`config.mk`:
```
export PLATFORM = sky130hd
export DESIGN_NAME = qea_host_sequencer
export DESIGN_NICKNAME = d
export VERILOG_FILES = /design/src/rtl/qea_host_sequencer.sv
export SDC_FILE = /design/constraint.sdc
export NUM_CORES = 1
export LEC_CHECK = 0
export BUFFER_PORTS_ARGS = -buffer_cell sky130_fd_sc_hd__buf_2
export CORE_AREA = 3 3 394 396
export CTS_BUF_LIST = sky130_fd_sc_hd__clkbuf_8
export DETAILED_ROUTE_END_ITERATION = 10
export DIE_AREA = 0 0 397 399
export GPL_TIMING_DRIVEN = 0
export HOLD_SLACK_MARGIN = 0.03
export PLACE_DENSITY = 0.42
export REMOVE_ABC_BUFFERS = 1
export SYNTH_ARGS = -nofsm -noshare
export SYNTH_HDL_FRONTEND = slang
export SYNTH_SLANG_ARGS = --single-unit
export TNS_END_PERCENT = 50
```
`constraint.sdc`:
```
create_clock -name clk -period 11.7 [get_ports clk]
set_input_delay 2.34 -clock clk [delete_from_list [all_inputs] [get_ports clk]]
set_output_delay 2.34 -clock clk [all_outputs]
set_load 0.1 [all_outputs]
```
`src/rtl/qea_host_sequencer.sv`:
```
// Host-side sequencer for one QEA run: loads the context RAM from a stream,
// writes the |0...0> initial state, starts QEA and times it, then streams every
// state row back out over a valid/ready/last interface.
module qea_host_sequencer #(
    parameter int PE_NUM                  = 4,
    parameter int STATE_DATA_WIDTH        = 64,
    parameter int STATE_ADDR_WIDTH        = 16,
    parameter int GATE_CONTEXT_DATA_WIDTH = 64,
    parameter int GATE_CONTEXT_ADDR_WIDTH = 16,
    parameter int MAX_QBIT_WIDTH          = 6,
    parameter int NUM_FRAC_BIT            = 30,
    parameter int READ_LATENCY            = 1
) (
    input  logic                                clk,
    input  logic                                rst_n,
    input  logic                                i_run,
    input  logic                                i_abort,
    input  logic [MAX_QBIT_WIDTH-1:0]           i_qbit_num,
    input  logic [GATE_CONTEXT_ADDR_WIDTH:0]    i_ins_num,
    input  logic                                i_ctx_valid,
    output logic                                o_ctx_ready,
    input  logic [GATE_CONTEXT_DATA_WIDTH-1:0]  i_ctx_data,
    output logic                                o_res_valid,
    input  logic                                i_res_ready,
    output logic [PE_NUM*STATE_DATA_WIDTH-1:0]  o_res_data,
    output logic                                o_res_last,
    output logic                                o_busy,
    output logic                                o_err,
    output logic [31:0]                         o_cycle_count,
    output logic                                o_qea_start,
    output logic                                o_qea_ctx_en,
    output logic                                o_qea_ctx_wea,
    output logic                                o_qea_state_ena,
    output logic                                o_qea_state_wea,
    output logic [MAX_QBIT_WIDTH-1:0]           o_qea_qbit_num,
    output logic [GATE_CONTEXT_ADDR_WIDTH-1:0]  o_qea_ctx_addr,
    output logic [GATE_CONTEXT_DATA_WIDTH-1:0]  o_qea_ctx_data,
    output logic [STATE_ADDR_WIDTH-1:0]         o_qea_state_addra,
    output logic [PE_NUM*STATE_DATA_WIDTH-1:0]  o_qea_state_dina,
    input  logic                                i_qea_complete,
    input  logic [PE_NUM*STATE_DATA_WIDTH-1:0]  i_qea_state_dout
);

    localparam int RW    = PE_NUM * STATE_DATA_WIDTH;
    localparam int HALF  = STATE_DATA_WIDTH / 2;
    localparam int RCW   = STATE_ADDR_WIDTH + 1;
    localparam int KCW   = GATE_CONTEXT_ADDR_WIDTH + 1;
    localparam int LAT_W = $clog2(READ_LATENCY + 2);
    localparam logic [HALF-1:0] ONE_FX = HALF'(1) << NUM_FRAC_BIT;

    typedef enum logic [2:0] {
        S_IDLE, S_LOAD_CTX, S_INIT, S_START, S_WAIT, S_READ_WAIT, S_READ_HOLD
    } state_t;

    state_t                               state_q, state_d;
    logic [MAX_QBIT_WIDTH-1:0]            qbit_q, qbit_d;
    logic [KCW-1:0]                       ins_q, ins_d;
    logic [KCW-1:0]                       k_q, k_d;
    logic [RCW-1:0]                       row_q, row_d;
    logic [LAT_W-1:0]                     lat_q, lat_d;
    logic                                 ctx_ready_q, ctx_ready_d;
    logic                                 ctx_wr_q, ctx_wr_d;
    logic [GATE_CONTEXT_ADDR_WIDTH-1:0]   ctx_addr_q, ctx_addr_d;
    logic [GATE_CONTEXT_DATA_WIDTH-1:0]   ctx_data_q, ctx_data_d;
    logic                                 st_ena_q, st_ena_d;
    logic                                 st_wea_q, st_wea_d;
    logic [STATE_ADDR_WIDTH-1:0]          st_addra_q, st_addra_d;
    logic [RW-1:0]                        st_dina_q, st_dina_d;
    logic                                 start_q, start_d;
    logic [31:0]                          cycle_count_q, cycle_count_d;
    logic                                 res_valid_q, res_valid_d;
    logic                                 res_last_q, res_last_d;
    logic [RW-1:0]                        res_data_q, res_data_d;
    logic                                 busy_q, busy_d;
    logic                                 err_q, err_d;

    logic [RCW-1:0] rows_last;
    logic [RCW-1:0] row_inc;
    logic           run_bad;

    assign rows_last = (RCW'(1) << (qbit_q - MAX_QBIT_WIDTH'(2))) - RCW'(1);
    assign row_inc   = row_q + RCW'(1);
    assign run_bad   = (i_qbit_num < MAX_QBIT_WIDTH'(2))
                    || (32'(i_qbit_num) > 32'(STATE_ADDR_WIDTH + 2))
                    || (i_ins_num > {1'b1, {GATE_CONTEXT_ADDR_WIDTH{1'b0}}});

    // Next-state and next-output logic for the whole run sequence.
    always_comb begin
        // NOTE: every _d starts from its held value (or 0 for pulses) so no path leaves a latch.
        state_d       = state_q;
        qbit_d        = qbit_q;
        ins_d         = ins_q;
        k_d           = k_q;
        row_d         = row_q;
        lat_d         = lat_q;
        ctx_ready_d   = ctx_ready_q;
        ctx_wr_d      = 1'b0;
        ctx_addr_d    = ctx_addr_q;
        ctx_data_d    = ctx_data_q;
        st_ena_d      = 1'b0;
        st_wea_d      = 1'b0;
        st_addra_d    = st_addra_q;
        st_dina_d     = st_dina_q;
        start_d       = 1'b0;
        cycle_count_d = cycle_count_q;
        res_valid_d   = res_valid_q;
        res_last_d    = res_last_q;
        res_data_d    = res_data_q;
        err_d         = 1'b0;

        unique case (state_q)
            S_IDLE: begin
                if (i_run) begin
                    if (run_bad) begin
                        err_d = 1'b1;
                    end else begin
                        qbit_d        = i_qbit_num;
                        ins_d         = i_ins_num;
                        cycle_count_d = '0;
                        k_d           = '0;
                        row_d         = '0;
                        if (i_ins_num == '0) begin
                            state_d = S_INIT;
                        end else begin
                            state_d     = S_LOAD_CTX;
                            ctx_ready_d = 1'b1;
                        end
                    end
                end
            end
            S_LOAD_CTX: begin
                if (i_ctx_valid && ctx_ready_q) begin
                    ctx_wr_d   = 1'b1;
                    ctx_addr_d = k_q[GATE_CONTEXT_ADDR_WIDTH-1:0];
                    ctx_data_d = i_ctx_data;
                    k_d        = k_q + KCW'(1);
                    if (k_q == ins_q - KCW'(1)) begin
                        ctx_ready_d = 1'b0;
                        state_d     = S_INIT;
                    end
                end
            end
            S_INIT: begin
                st_ena_d   = 1'b1;
                st_wea_d   = 1'b1;
                st_addra_d = row_q[STATE_ADDR_WIDTH-1:0];
                st_dina_d  = '0;
                if (row_q == '0) begin
                    st_dina_d[RW-1 -: STATE_DATA_WIDTH] = {ONE_FX, HALF'(0)};
                end
                if (row_q == rows_last) begin
                    row_d   = '0;
                    state_d = S_START;
                end else begin
                    row_d = row_inc;
                end
            end
            S_START: begin
                start_d       = 1'b1;
                cycle_count_d = '0;
                state_d       = S_WAIT;
            end
            S_WAIT: begin
                // A complete coinciding with the visible start pulse is ignored.
                if (i_qea_complete && !start_q) begin
                    st_ena_d   = 1'b1;
                    st_addra_d = '0;
                    row_d      = '0;
                    lat_d      = '0;
                    state_d    = S_READ_WAIT;
                end else if (cycle_count_q != '1) begin
                    cycle_count_d = cycle_count_q + 32'd1;
                end
            end
            S_READ_WAIT: begin
                if (lat_q == LAT_W'(READ_LATENCY)) begin
                    res_data_d  = i_qea_state_dout;
                    res_valid_d = 1'b1;
                    res_last_d  = (row_q == rows_last);
                    state_d     = S_READ_HOLD;
                end else begin
                    lat_d = lat_q + LAT_W'(1);
                end
            end
            S_READ_HOLD: begin
                if (i_res_ready) begin
                    res_valid_d = 1'b0;
                    res_last_d  = 1'b0;
                    if (res_last_q) begin
                        state_d = S_IDLE;
                    end else begin
                        row_d      = row_inc;
                        st_ena_d   = 1'b1;
                        st_addra_d = row_inc[STATE_ADDR_WIDTH-1:0];
                        lat_d      = '0;
                        state_d    = S_READ_WAIT;
                    end
                end
            end
            default: state_d = S_IDLE;
        endcase

        // Abort wins over every other event; the measured count is kept.
        if (i_abort && (state_q != S_IDLE)) begin
            state_d       = S_IDLE;
            ctx_ready_d   = 1'b0;
            ctx_wr_d      = 1'b0;
            st_ena_d      = 1'b0;
            st_wea_d      = 1'b0;
            start_d       = 1'b0;
            res_valid_d   = 1'b0;
            res_last_d    = 1'b0;
            cycle_count_d = cycle_count_q;
            err_d         = 1'b0;
        end

        busy_d = (state_d != S_IDLE);
    end

    // State and registered outputs, all cleared by the asynchronous reset.
    always_ff @(posedge clk or negedge rst_n) begin
        if (!rst_n) begin
            state_q       <= S_IDLE;
            qbit_q        <= '0;
            ins_q         <= '0;
            k_q           <= '0;
            row_q         <= '0;
            lat_q         <= '0;
            ctx_ready_q   <= 1'b0;
            ctx_wr_q      <= 1'b0;
            ctx_addr_q    <= '0;
            ctx_data_q    <= '0;
            st_ena_q      <= 1'b0;
            st_wea_q      <= 1'b0;
            st_addra_q    <= '0;
            st_dina_q     <= '0;
            start_q       <= 1'b0;
            cycle_count_q <= '0;
            res_valid_q   <= 1'b0;
            res_last_q    <= 1'b0;
            res_data_q    <= '0;
            busy_q        <= 1'b0;
            err_q         <= 1'b0;
        end else begin
            // NOTE: non-blocking so every flop samples pre-edge values.
            state_q       <= state_d;
            qbit_q        <= qbit_d;
            ins_q         <= ins_d;
            k_q           <= k_d;
            row_q         <= row_d;
            lat_q         <= lat_d;
            ctx_ready_q   <= ctx_ready_d;
            ctx_wr_q      <= ctx_wr_d;
            ctx_addr_q    <= ctx_addr_d;
            ctx_data_q    <= ctx_data_d;
            st_ena_q      <= st_ena_d;
            st_wea_q      <= st_wea_d;
            st_addra_q    <= st_addra_d;
            st_dina_q     <= st_dina_d;
            start_q       <= start_d;
            cycle_count_q <= cycle_count_d;
            res_valid_q   <= res_valid_d;
            res_last_q    <= res_last_d;
            res_data_q    <= res_data_d;
            busy_q        <= busy_d;
            err_q         <= err_d;
        end
    end

    assign o_ctx_ready       = ctx_ready_q;
    assign o_res_valid       = res_valid_q;
    assign o_res_data        = res_data_q;
    assign o_res_last        = res_last_q;
    assign o_busy            = busy_q;
    assign o_err             = err_q;
    assign o_cycle_count     = cycle_count_q;
    assign o_qea_start       = start_q;
    assign o_qea_ctx_en      = ctx_wr_q;
    assign o_qea_ctx_wea     = ctx_wr_q;
    assign o_qea_state_ena   = st_ena_q;
    assign o_qea_state_wea   = st_wea_q;
    assign o_qea_qbit_num    = qbit_q;
    assign o_qea_ctx_addr    = ctx_addr_q;
    assign o_qea_ctx_data    = ctx_data_q;
    assign o_qea_state_addra = st_addra_q;
    assign o_qea_state_dina  = st_dina_q;

endmodule

```
After elaboration in Yosys (flattened, before gate mapping)
Index checks and enable logic that the tools add are counted.
{"block": "word_totals", "ff_bits": 519, "out_inout_bits": 656, "in_bits": 350, "word_cells": 154}
{"block": "classes", "n_reduce_logical": 28, "n_shift": 1, "bitwise_logic": 2, "muxes": 66, "eq_ne": 26, "add_sub_neg": 7, "magnitude_cmp": 3}
{"cell": "$mux 32", "count": 4}
{"cell": "$mux 17", "count": 7}
{"cell": "$pmux 32 s3", "count": 1}
{"cell": "$pmux 17 s4", "count": 1}
{"cell": "$mux 63", "count": 1}
{"cell": "$mux 16", "count": 3}
{"cell": "$pmux 16 s3", "count": 1}
{"cell": "$add 17x1->17 const B", "count": 2}
{"cell": "$eq 17x17->1", "count": 2}
{"cell": "$logic_not 17->1", "count": 2}
{"cell": "$pmux 17 s2", "count": 1}
{"cell": "$add 32x1->32 const B", "count": 1}
{"cell": "$ne 32x32->1 const B", "count": 1}
{"cell": "$mux 3", "count": 10}
{"cell": "$mux 1", "count": 26}
{"cell": "$ne 3x3->1 const B", "count": 7}
{"cell": "$pmux 3 s7", "count": 1}
{"cell": "$reduce_bool 3->1", "count": 7}
{"cell": "$ne 2x2->1 const B", "count": 9}
{"cell": "$reduce_and 6->1", "count": 3}
{"cell": "$gt 17x17->1 const B", "count": 1}
{"cell": "$shl 1x6->17 const A", "count": 1}
{"cell": "$sub 17x1->17 const B", "count": 1}
{"cell": "$sub 17x2->17 const B", "count": 1}
{"cell": "other kinds (23)", "count": 39}

Depth between registers and ports, before layout
{"block": "depth", "depth_word": 8, "mapped_depth": 21, "ltp_nobuf": 16}

Least setup slack after synthesis
OpenSTA, ideal clock, no wires.
{"block": "synth_path", "path_kind": "register to register", "from": "register qbit_q[1] (netlist: o_qea_qbit_num[1])", "to": "register row_q[0]", "t_arrival_ns": 4.737, "setup_time_ns": 0.141, "required_time_ns": 11.559, "stages_incl_launch_ff": 22, "setup_slack_ns": 6.822, "synth_period_minus_slack_ns": 4.878, "path_buffers": 5, "cell_sequence": "dfrtp_1 > buf_4 > buf_2 > inv_1 > ha_1 > buf_2 > or2_2 > o21ai_2 > a21o_4 > nand3_1 > ha_1 > clkbuf_1 > clkbuf_1 > nor4b_1 > o21ai_0 > nand2_1 > a31oi_1 > nand4_1 > nor4b_1 > nand2_1 > nor3_2 > o21ai_0"}
{"block": "synth_between", "elab_chain_len": 6}
{"element": "from (decl)", "line_no": "56", "rtl": "logic [MAX_QBIT_WIDTH-1:0] qbit_q, qbit_d;"}
{"element": "from (signal assigned)", "line_no": "247", "rtl": "qbit_q <= qbit_d;"}
{"element": "$sub 6x2->6", "line_no": "81", "rtl": "assign rows_last = (RCW'(1) << (qbit_q - MAX_QBIT_WIDTH'(2))) - RCW'(1);"}
{"element": "$shl 1x6->17", "line_no": "81"}
{"element": "$sub 17x2->17", "line_no": "81"}
{"element": "$eq 17x17->1", "line_no": "151", "rtl": "if (row_q == rows_last) begin"}
{"element": "$mux 17", "line_no": "151"}
{"element": "$pmux 17 s4", "line_no": "111", "rtl": "unique case (state_q)"}
{"element": "to (signal assigned)", "line_no": "250", "rtl": "row_q <= row_d;"}
{"element": "to (decl)", "line_no": "59", "rtl": "logic [RCW-1:0] row_q, row_d;"}
No other way between the ends.
A chain may end at the register's enable or synchronous reset.

Worst setup path in the final report
Same ends and word-level chain as after synthesis.

==> out/metrics.csv <==
stage,metric,value,unit
floorplanning,rows,143,
global_routing,track_usage,0.108,
logic_synthesis,synth_area,21900,um2
logic_synthesis,ys_warn_count,0,
cts,cts_resized,0,
placed_design,io_buffers,750,
finish,layout.cells.non_filler,4875,
worst_hold_path,holdPathEnd,o_qea_ctx_data[33],
worst_hold_path,hold_path.class,reg -> reg,
finish,syn2layout_area_growth,33.8,%
pwr,clkPwrFrac,0.301,
setup_path,regToRegEndpoint,row_q[0],
logic_synthesis,yosys.area.top_type,dfrtp_1,
setup_path,critPathRequiredTime,12.34,ns
cts,holdBufCountCts,0,
setup_path,worstSetupPathType,reg -> reg,
pwr,power,6.12,mW
route,drc_errors,0,
cts,path_clk_slew,0.06,ns
logic_synthesis,synth_cells,2009,
sta,worst_pin_slew,1.08,ns
pwr,power.density,209,nW/um2
sta,rsz0062_at_grt,false,
floorplanning,start_util,0.144,
placed_design,hpwl,70600,um
logic_synthesis,synthArstFlopShare,1.00,
global_routing,grt_pass1_vias,16648,
sta,hold_violations,0,
route,viasPerCell,3.52,
logic_synthesis,avgSynthCellArea,10.9,um2
logic_synthesis,synth_top_area_share,0.521,
setup_path,cp-start-kind,register,
logic_synthesis,synthTopCellsByArea,"dfrtp_1 (52%), mux2_2 (14%), buf_4 (8.8%)",
setup_path,rr_startpoint,o_qea_qbit_num[1],
logic_synthesis,synth-edff-count,0,
pwr,vdd_drop_max,203,uV
cts,clock_path_buffers,3,
cts,clockRootBuffer,clkbuf_8,
placed_design,dp.cells,4699,
cts,clock-sinks,456,
global_routing,antenna_found_initial,44,
pwr,power_frac_comb,0.386,
floorplanning,die_area,158000,um2
setup_path,r2r_slack,6.07,ns
status,outcome,"complete, no violations",
cts,htreeDepth,3,
global_routing,grt_max_degree,103,
finish,nets,3122,
logic_synthesis,yosysSeqAreaShare,0.521,
global_routing,overflow,0,
sta,layout_min_cycle_time,5.63,ns
logic_synthesis,yosys_most_used_dff,dfrtp_1,
route,drt-initial-drc-count,679,
setup_path,r2r_cells,14,
sta,slew_headroom,0.280,
pwr,p_sw_frac,0.478,
worst_hold_path,hold_start,o_qea_ctx_data[33],
floorplanning,die_h,399,um
cts,postCtsSetupBuffers,0,
pwr,p_int,3.20,mW
route,wl,90200,um
route,antenna_left,0,
cts,cts_tree,done,
sta,period_share,0.482,
floorplanning,io_pins,1006,
sta,final-max-slew-violation-count,0,
cts,cts_buffers,93,
sta,skew,0.0548,ns
floorplanning,fp.dieW,397,um
run,drv_cap,0,
cts,insertion_delay,0.79,ns
finish,final_layout_size_suffix_gt1_frac,0.425,
setup_path,path_max_fanout,28,
setup_path,end_kind,register,
logic_synthesis,ys_ff_latch,456,
pwr,power_switching,2.92,mW
sta,clock.fmax,0.177,GHz
sta,setup_violations,0,
global_routing,grt_pass1_wl,124000,um
placed_design,gp_congestion,0.783,
logic_synthesis,yosysUniqueCellTypes,80,
setup_path,crit_arrival,6.28,ns
route,firstDrtPassIters,4,
pwr,seq_power_share,0.313,
floorplanning,fp.coreArea,152000,um2
worst_hold_path,holdPathStages,2,
finish,nFillCells,16904,
route,num_vias,17163,
route,drt-wirelength-per-cell,18.5,um
pwr,power.leakage,15.3,nW
==> synth_stat cells, types with 24 or more instances <==
master    instances
clkbuf_1         91
xnor2_1          37
nand2_1         321
mux2_2          273
o21ai_0          49
nand3_1          32
nor2_1          100
dfrtp_1         456
buf_4           257
nor3_1           24
xor2_1           40
a21oi_1          55
==> power by group through the flow <==
stage	Clock (mW)	Sequential [mW]	Combinational, mW
after global routing	2.02	1.94	2.49
after floorplan	0	2.89	0.912
after detailed placement	0	1.94	2.37
after CTS	1.95	1.92	2.37
final	1.84	1.92	2.36
after global placement	0	1.94	2.36
==> per-layer routing <==
layer / GRT usage / share of wire
met1: 0.131 / 0.41
met2: 0.179 / 0.48
met4: 0.0308 / 0.021
met3: 0.0391 / 0.090
met5: 0 / 0.0016
==> how the worst max path moves through the flow <==
stage | cells past startpoint | slack, ns | startpoint | endpoint
final | 14 | 6.07 | o_qea_qbit_num[1] | row_q[0]
after detailed placement | 9 | 5.43 | i_ins_num[10] | o_cycle_count[19]
after CTS | 14 | 6.06 | o_qea_qbit_num[1] | row_q[0]
after floorplan | 4 | 4.02 | state_q[2] | o_res_data[0]
after global routing | 14 | 5.68 | o_qea_qbit_num[1] | row_q[0]
after global placement | 1 | -2.90 | rst_n | o_res_data[232]
==> sequential cells by signal, summed over array words and instances, names as in the netlist, 2 cells and up <==
signal,flops
o_res_data,256
o_qea_ctx_data,64
o_cycle_count,32
ins_q,17
k_q,17
row_q,17
o_qea_ctx_addr,16
o_qea_state_addra,16
o_qea_qbit_num,6
state_q,3
lat_q,2
==> cells by family (layout without fill, tap and decap cells) <==
| group | Yosys count | in the layout | share of synthesized area |
|---|---|---|---|
| flip-flops | 456 | 456 | 0.521 |
| other | 1 | 267 | 0.000171 |
| XOR/XNOR | 78 | 78 | 0.0318 |
| buffers and inverters | 380 | 950 | 0.110 |
| multiplexers | 276 | 276 | 0.142 |
| AND/OR/NAND/NOR | 599 | 599 | 0.124 |
| AO/OA/AOI/OAI | 211 | 211 | 0.0663 |
| adder cells (fa/ha/maj) | 8 | 8 | 0.00457 |
==> per-stage QoR <==
step | setup TNS [ns] | hold slack [ns] | worst slack [ns] | cell area, um2 | util
global placement | -1599.66 | 0.456 | -2.90 | 26800 | 0.176
detailed placement | 0 | 0.456 | 5.43 | 27200 | 0.179
floorplan | 0 | 0.450 | 4.02 | 20500 | -
global route | 0 | 0.483 | 5.68 | 29300 | 0.193
CTS | 0 | 0.471 | 6.06 | 29200 | 0.193
finish | 0 | 0.466 | 6.07 | 29300 | 0.193
==> worst max-delay path, cell delays in order, from the launching register on <==
cell and delay [ns]:
dfrtp_1 1.00, inv_1 0.38, ha_1 0.96, nand3b_1 0.30, or3_1 0.40, ha_1 0.42
nor4b_1 0.24, o21ai_0 0.20, nand2_1 0.07, a31oi_1 0.16, nand4_1 0.17, nor4b_1 0.35
nand2_1 0.13, nor3_2 0.57, o21ai_0 0.20
==> layout make-up <==
cell class | instances | area, um2 | area share
antenna | 12 | 30.0 | 0.00103
clock buffer | 118 | 1620 | 0.0555
clock inverter | 46 | 398 | 0.0136
inverter | 21 | 78.8 | 0.00269
multi-input combinational | 1427 | 9060 | 0.310
sequential | 456 | 11400 | 0.390
tap | 2030 | 2540 | 0.0867
timing repair buffer | 765 | 4130 | 0.141
==> placed cells by master, fill, tap and decap left out, drive strengths merged, types with 6 or more instances in the layout <==
master | Yosys | final
xnor2 | 37 | 37
nand2 | 321 | 321
inv | 20 | 48
a211o | 6 | 6
a21oi | 55 | 55
nor2b | 11 | 11
dfrtp | 456 | 456
buf | 267 | 765
and2 | 10 | 10
clkinv | 1 | 10
a22oi | 9 | 9
mux2 | 273 | 273
a21o | 7 | 7
nor3 | 25 | 25
diode | 0 | 12
nand4 | 13 | 13
a22o | 12 | 12
nand3 | 32 | 32
o31ai | 9 | 9
o21ai | 51 | 51
a31oi | 10 | 10
nor4 | 21 | 21
clkbuf | 92 | 118
ha | 8 | 8
or3 | 12 | 12
nor2 | 102 | 102
conb | 1 | 255
xor2 | 40 | 40
and3 | 8 | 8
nor4b | 7 | 7
nand2b | 18 | 18
No activity file was read; power rests on OpenSTA's default activity.
